`config.mk`:
```
export PLATFORM = sky130hd
export DESIGN_NAME = bin_2s_com
export DESIGN_NICKNAME = d
export VERILOG_FILES = /design/src/rtl/bin_2s_com.sv
export SDC_FILE = /design/constraint.sdc
export NUM_CORES = 1
export LEC_CHECK = 0
export CAP_MARGIN = 20
export CORE_AREA = 10 10 47 49
export DETAILED_ROUTE_END_ITERATION = 7
export DIE_AREA = 0 0 57 59
export GPL_TIMING_DRIVEN = 0
export HOLD_SLACK_MARGIN = 0.12
export PLACE_DENSITY_LB_ADDON = 0.2
export REMOVE_ABC_BUFFERS = 1
export SYNTH_ARGS = -nofsm -noshare
export SYNTH_HDL_FRONTEND = slang
export SYNTH_SLANG_ARGS = --single-unit
```
`constraint.sdc`:
```
create_clock -name clk -period 0.99 [get_ports clk]
set_clock_uncertainty 0.05 [all_clocks]
set_input_delay 0.198 -clock clk [delete_from_list [all_inputs] [get_ports clk]]
set_output_delay 0.198 -clock clk [all_outputs]
set_load 0.005 [all_outputs]
```
`src/rtl/bin_2s_com.sv`:
```
// -----------------------------------------------------------------------------
// bin_2s_com
//
// Registered two's-complement negator. Each accepted input is replaced by its
// arithmetic negation, out = (~in + 1) mod 2^WIDTH, and the result appears
// exactly one clock later. The block accepts one input per cycle.
//
// The single input with no representable negation is the most-negative
// pattern (1 followed by WIDTH-1 zeros). It is flagged on ovf. An all-zero
// input is flagged on zero.
//
// Optional build macro:
//   BIN_2S_COM_SAT_EN  when defined, a most-negative input produces the
//                      largest positive value {1'b0, {WIDTH-1{1'b1}}}
//                      instead of wrapping back to itself. ovf is still set.
//                      When undefined, no saturation logic is built.
//
// Parameters:
//   WIDTH      data width of in/out, legal range 2..64 (default 4)
//
// Ports:
//   clk        rising-edge clock
//   rst        synchronous active-high reset, has priority over in_valid
//   in_valid   qualifies in on the rising edge of clk
//   in         operand, WIDTH bits
//   out_valid  out/ovf/zero were computed from an input accepted last cycle
//   out        negation of the last accepted in (signed interpretation)
//   ovf        last accepted in was the most-negative pattern
//   zero       last accepted in was all zeros
//
// Every output comes straight from a register. No combinational path runs
// from in or in_valid to any output.
// -----------------------------------------------------------------------------
module bin_2s_com #(
    parameter int WIDTH = 4
) (
    input  logic             clk,
    input  logic             rst,
    input  logic             in_valid,
    input  logic [WIDTH-1:0] in,
    output logic             out_valid,
    output logic [WIDTH-1:0] out,
    output logic             ovf,
    output logic             zero
);

    localparam logic [WIDTH-1:0] MOST_NEG = {1'b1, {(WIDTH-1){1'b0}}};
    localparam logic [WIDTH-1:0] ONE      = {{(WIDTH-1){1'b0}}, 1'b1};

    logic [WIDTH-1:0] neg;
    logic [WIDTH-1:0] result;
    logic             is_most_neg;
    logic             is_zero;

    // The sum is WIDTH bits wide, so the carry out of the +1 is dropped.
    // That gives modular negation: 0 maps to 0, and MOST_NEG maps to itself.
    always_comb begin
        neg         = ~in + ONE;
        is_most_neg = (in == MOST_NEG);
        is_zero     = (in == '0);
    end

`ifdef BIN_2S_COM_SAT_EN
    // The negation of MOST_NEG is out of range, so clamp it to the largest
    // positive value (~MOST_NEG = 0 followed by all ones).
    always_comb begin
        result = neg;
        if (is_most_neg) begin
            result = ~MOST_NEG;
        end
    end
`else
    always_comb begin
        result = neg;
    end
`endif

    // out, ovf and zero load only when an input is accepted. On idle cycles
    // they keep the last result, and out_valid drops.
    always_ff @(posedge clk) begin
        if (rst) begin
            out_valid <= 1'b0;
            out       <= '0;
            ovf       <= 1'b0;
            zero      <= 1'b0;
        end else begin
            out_valid <= in_valid;
            if (in_valid) begin
                out  <= result;
                ovf  <= is_most_neg;
                zero <= is_zero;
            end
        end
    end

endmodule

```
Word level (Yosys, flattened, before mapping)
Cells that the tools add are included.

storage, ports and cells
  register bits after elaboration = 7
  logic and storage cells = 8

cells by class
  $add $sub $neg = 1
  equality and inequality tests = 1
  bitwise operators = 1
  reductions and logical operators = 1

operator list
  cell                   number
  $add A4 B1 Y4 const B  1
  $eq A4 B4 Y1 const B   1
  $logic_not A4 Y1       1
  $not A4 Y4             1

Depth between registers and ports, before layout
Gate-level depths: netlist (run 1).

  word-level depth = 2
  mapped depth = 5
  depth with buffers taken out = 5

Worst setup path before layout (run 1)
OpenSTA, ideal clock, no wires.

  kind = input to register
  start = in in[0]
  end = reg out[3]
  setup time = 0.116 ns
  arrival time = 0.841 ns
  required time = 0.824 ns
  setup slack = -0.017 ns
  cell stages on the path = 3
  buffers on the path = 0
  path through = or4_1 > nand3_1 > a21oi_1

between the ends
  longest elaborated chain between the ends = 2

ends and longest elaborated chain
  element               line  RTL
  from (decl)           40    input logic [WIDTH-1:0] in,
  $not A4 Y4            58    neg = ~in + ONE;
  $add A4 B1 Y4         58
  to (signal assigned)  89    out <= result;
  to (decl)             42    output logic [WIDTH-1:0] out,

Every way passes these cells.
A chain may end at the register's enable or synchronous reset.

Worst setup path in the final report (run 1)
  start = in in[3]
  end = reg out[3]

The elaborated chain is that of the path after synthesis.

==> flow_metrics.env, run 1 <==
export IMPL_status="finished clean"
export IMPL_critPathArrivalTime_ns=1.02
export IMPL_nets=55
export IMPL_yosys_warnings=0
export IMPL_synth_async_reset_ratio=0
export IMPL_synth_cell_types=15
export IMPL_required_ns=1.07
export IMPL_mostFrequentLayoutCells="buf_2, dfxtp_2, mux2i_1, nor2_1, clkbuf_4"
export IMPL_period_needed_ns=0.939
export IMPL_die_w_um=57
export IMPL_worstHoldPathType="input port to flip-flop"
export IMPL_dp_hpwl_um=535
export IMPL_rows=14
export IMPL_wl_um=671
export IMPL_timing_slew_headroom=0.759
export IMPL_place_area_um2=439
export IMPL_clk_pin_slew_ns=0.05
export IMPL_postCtsSetupBuffers=0
export IMPL_overflow=0
export IMPL_die_h_um=59
export IMPL_setup_tns_final_ns=0
export IMPL_drtIter0Drc=0
export IMPL_cts_buffer_depth=2
export IMPL_routedWlPerCell_um=10.8
export IMPL_core_area_um2=1400
export IMPL_final_common_cell="buf_2"
export IMPL_worst_pin_slew_ns=0.361
export IMPL_whs_ns=0.229
export IMPL_ios=14
export IMPL_initial_utilization=0.210
export IMPL_grt_max_degree=10
export IMPL_drc_errors=0
export IMPL_finalSetupViolCount=0
export IMPL_hold_depth=4
export IMPL_crit_path_end_kind="flip-flop"
export IMPL_critical_path_class="input port to flip-flop"
export IMPL_cts_root_buf="clkbuf_4"
export IMPL_clock_latency_ns=0.24
export IMPL_antenna_found_initial=0
export IMPL_io_buffers=13
export IMPL_vias_per_cell=4.08
export IMPL_diodes=0
export IMPL_cap_violations=0
export IMPL_ys_flop_type="dfxtp_1"
export IMPL_syn_mean_instance_area_um2=9.80
export IMPL_rsz0062_at_grt="no"
export IMPL_grt_usage=0.0463
export IMPL_r2r_cells=2
export IMPL_firstDrtPassIters=1
export IMPL_synth_cell_area_um2=294
export IMPL_p_leak_uw=0.000201
export IMPL_grt_pass1_wl_um=1140
export IMPL_cts_sinks=7
export IMPL_place_congestion=0.729
export IMPL_ys_seq_area_frac=0.477
export IMPL_fin_cells=62
export IMPL_fin_area_um2=429
export IMPL_cts_hold_buf=0
export IMPL_vias=253
export IMPL_powerDensity_nw_per_um2=1490
export IMPL_synth_seq_cells=7
export IMPL_vdd_drop_max_mv=1.02
export IMPL_dp_cells=58
export IMPL_cts_inserted_buffers=3
export IMPL_final_fill_count=168
export IMPL_r2r_setup_slack_ns=0.34
export IMPL_drive_gt1_frac=0.435
export IMPL_cts_htree_levels=1
export IMPL_fmax_mhz=1060
export IMPL_grt_pass1_vias=248
export IMPL_syn_inst=30
export IMPL_die_area_um2=3360
export IMPL_worstSetupStartpointType="input port"
export IMPL_syn2layout_area_growth_pct=46.0
export IMPL_cp_max_fo=4
export IMPL_hold_violations=0
export IMPL_synth_edf_count=0
export IMPL_cts_tree="built"
export IMPL_finalCritPeriodShare=0.949
export IMPL_slew_viol_final=0
export IMPL_ant_nets=0
-- sequential cells by signal, summed over array words and instances, names as in the netlist --
name,count
out,4
out_valid,1
ovf,1
zero,1
-- Yosys cell counts (2+ instances only) --
library cell / count / area [um2]
mux2i_1: 4 / 40.0
a21oi_1: 2 / 10.0
nor2_1: 4 / 15.0
dfxtp_1: 7 / 140
inv_1: 2 / 7.51
nand2b_1: 2 / 12.5
-- routing by layer --
| metal | track usage | up-vias | part of all wire | routed length (um) |
|---|---|---|---|---|
| met5 | 0 | - | 0 | 0 |
| met4 | 0.0201 | 0 | 0.016 | 11 |
| met3 | 0.0494 | 2 | 0.11 | 75 |
| met2 | 0.0667 | 9 | 0.49 | 330 |
| met1 | 0.0417 | 109 | 0.38 | 253 |
| li1 | - | 133 | - | - |
-- timing repair --
action,in CTS,in global routing
endpoints found under the setup margin,13,2
gates resized for setup,44,3
endpoints found under the hold margin,0,0
pin swaps,0,1
-- worst max-delay path, cell delays in order --
cell,delay [ns]
dlygate4sd2_1,0.27
or4_1,0.40
nand3_1,0.09
a21oi_1,0.06
-- per-stage QoR --
step                total power, uW  utilization  worst slack (ns)
floorplan                       344            -           -0.0169
global placement                414        0.313            -0.544
detailed placement              416        0.313            -0.556
CTS                             660        0.313           0.00892
global route                    691        0.306            0.0199
finish                          640        0.306            0.0506
-- power breakdown --
part           leakage, uW  switching [uW]  internal, uW
clock network    0.0000150            97.6           153
registers        0.0000599            5.80           299
logic             0.000126            38.5          45.2
total             0.000201             142           498
-- worst paths after layout --
kind                 end   start
setup reg to reg  out[1]  out[1]
setup / recovery  out[3]   in[3]
hold / removal    out[3]   in[1]
hold reg to reg      ovf     ovf
-- cell type report --
type                            instances  area (um2)  share of cell area
Multi-Input combinational cell         20         144               0.335
Sequential cell                         7         148               0.344
Tap cell                               16        20.0              0.0466
Inverter                                2        7.51              0.0175
Timing Repair Buffer                   13        83.8               0.195
Clock buffer                            4        26.3              0.0612
-- cell families (layout without fill, tap and decap cells) --
kind of cell             count (synthesis)  count (layout)  synth area share
AO/OA/AOI/OAI                            3               3            0.0596
XOR/XNOR                                 1               1            0.0298
adder cells (fa/ha/maj)                  1               1            0.0425
buffers and inverters                    3              19            0.0425
flip-flops                               7               7             0.477
multiplexers                             4               4             0.136
AND/OR/NAND/NOR                         11              11             0.213
Note: power is estimated with default switching activity, not from simulation.
==> run 2, diff against run 1 <==
--- a/config.mk
+++ b/config.mk
@@ -9,6 +9,7 @@
 export CORE_AREA = 10 10 47 49
 export DETAILED_ROUTE_END_ITERATION = 7
 export DIE_AREA = 0 0 57 59
+export DONT_BUFFER_PORTS = 1
 export GPL_TIMING_DRIVEN = 0
 export HOLD_SLACK_MARGIN = 0.12
 export PLACE_DENSITY_LB_ADDON = 0.2
==> flow_metrics.env, run 2 (synthesized netlist as in run 1, its figures left out) <==
export IMPL_path_cells="dlygate4sd3_1 > nor2_1"
export IMPL_p_int_uw=481
export IMPL_syn2layout_area_growth_pct=24.3
export IMPL_cp_max_fo=7
export IMPL_cts_buffer_depth=2
export IMPL_grt_pass1_vias=238
export IMPL_die_area_um2=3360
export IMPL_cts_root_buf="clkbuf_4"
export IMPL_finalCritPeriodShare=0.894
export IMPL_initial_utilization=0.210
export IMPL_grt_pass1_wl_um=1060
export IMPL_share_seq_of_total_power=0.507
export IMPL_io_buffers=0
export IMPL_utilization=0.261
export IMPL_grt_max_degree=10
export IMPL_setup_tns_final_ns=0
export IMPL_vias_per_cell=4.40
export IMPL_timing_slew_headroom=0.827
export IMPL_dp_slack_ns=-0.0396
export IMPL_ios=14
export IMPL_cts_htree_levels=1
export IMPL_final_common_cell="dfxtp_1"
export IMPL_cts_sinks=7
export IMPL_drc_errors=0
export IMPL_post_cts_resized=0
export IMPL_vias=229
export IMPL_rsz0062_at_grt="no"
export IMPL_grt_usage=0.0437
export IMPL_largest_register="out"
export IMPL_cts_inserted_buffers=3
export IMPL_critical_path_cell_count=2
export IMPL_rows=14
export IMPL_crit_path_end_kind="flip-flop"
export IMPL_swShare=0.208
export IMPL_powerDensity_nw_per_um2=1660
export IMPL_postCtsSetupBuffers=0
export IMPL_nets=45
export IMPL_p_leak_uw=0.000150
export IMPL_crit_path_top_delay_cell="dlygate4sd3_1"
export IMPL_required_ns=1.07
export IMPL_hold_violations=0
export IMPL_mostFrequentLayoutCells="dfxtp_1, mux2i_1, nor2_1"
export IMPL_ant_nets=0
export IMPL_die_w_um=57
export IMPL_crit_path_max_incr_delay_ns=0.68
export IMPL_vdd_drop_max_mv=0.519
export IMPL_diodes=0
export IMPL_critPathArrivalTime_ns=0.96
export IMPL_clock_latency_ns=0.24
export IMPL_crit_buf_inv=1
export IMPL_antenna_found_initial=0
export IMPL_die_h_um=59
export IMPL_p_comb_frac=0.082
export IMPL_path_delay_family="buffers and inverters"
export IMPL_hold_depth=1
export IMPL_drive_gt1_frac=0.0833
export IMPL_cts_tree="built"
export IMPL_worst_pin_slew_ns=0.258
export IMPL_worstHoldPathType="input port to flip-flop"
export IMPL_worstSetupStartpointType="input port"
export IMPL_largest_reg_flops=4
export IMPL_fin_ws_ns=0.105
export IMPL_slew_viol_final=0
export IMPL_cap_violations=0
export IMPL_clk_pin_slew_ns=0.05
export IMPL_status="finished clean"
export IMPL_p_switching_uw=127
export IMPL_wl_um=689
export IMPL_finalSetupViolCount=0
export IMPL_routedWlPerCell_um=13.3
export IMPL_firstDrtPassIters=2
export IMPL_cts_hold_buf=3
export IMPL_dp_hpwl_um=551
export IMPL_clockPowerShare=0.411
export IMPL_overflow=0
export IMPL_drtIter0Drc=2
export IMPL_core_area_um2=1400
export IMPL_period_needed_ns=0.885
export IMPL_critical_path_class="input port to flip-flop"
export IMPL_r2r_cells=2
export IMPL_place_congestion=0.679
export IMPL_fmax_mhz=1130
## run 2: cell types whose count changed in the layout (fill, tap and decap cells not counted), sizes merged
cell,before,now
buf,8,0
clkbuf,5,4
clkdlybuf4s15,1,0
clkdlybuf4s50,1,0
dlygate4sd2,2,0
dlygate4sd3,0,3
## run 2: per-stage QoR
stage / area (um2) / hold slack, ns / power (uW) / instances
2_1_floorplan: 289 / 0.217 / 344 / 29
3_3_place_gp: 309 / 0.220 / 351 / 45
3_5_place_dp: 309 / 0.221 / 352 / 45
4_1_cts: 365 / 0.0318 / 627 / 52
5_1_grt: 365 / 0.0356 / 652 / 52
6_report: 365 / 0.0353 / 608 / 52
## run 2: cell type report
cell class                 instances  area [um2]
tap                               16        20.0
clock buffer                       4        26.3
timing repair buffer               3        30.0
fill                             161        1040
inverter                           2        7.51
multi-input combinational         20         141
sequential                         7         140
## run 2: metal layers
layer,GRT usage,vias up,wire (um)
met5,0,-,0
met4,0.0101,0,0
met3,0.0558,0,113
met2,0.0729,9,357
met1,0.0297,104,217
li1,-,116,-
## run 2: worst paths after layout
kind | startpoint | to | slack [ns]
worst min-delay path | in_valid | out_valid | 0.04
worst max-delay path | rst | out[2] | 0.11
worst max register to register | out[2] | out[2] | 0.31
worst min register to register | out[3] | out[3] | 0.44
## run 2: power groups by stage
| stage | Combinational [uW] | Sequential [uW] | Clock (uW) |
|---|---|---|---|
| 3_5_place_dp | 37.2 | 315 | 0 |
| 4_1_cts | 50.9 | 309 | 267 |
| 5_1_grt | 55.7 | 309 | 287 |
| 6_report | 50.1 | 308 | 250 |
| 2_1_floorplan | 33.3 | 310 | 0 |
| 3_3_place_gp | 36.5 | 315 | 0 |
## run 2: worst register-to-register path, cell delays in order (launching register included)
cell	delay, ns
dfxtp_1	0.33
mux2i_1	0.14
nor2_1	0.06
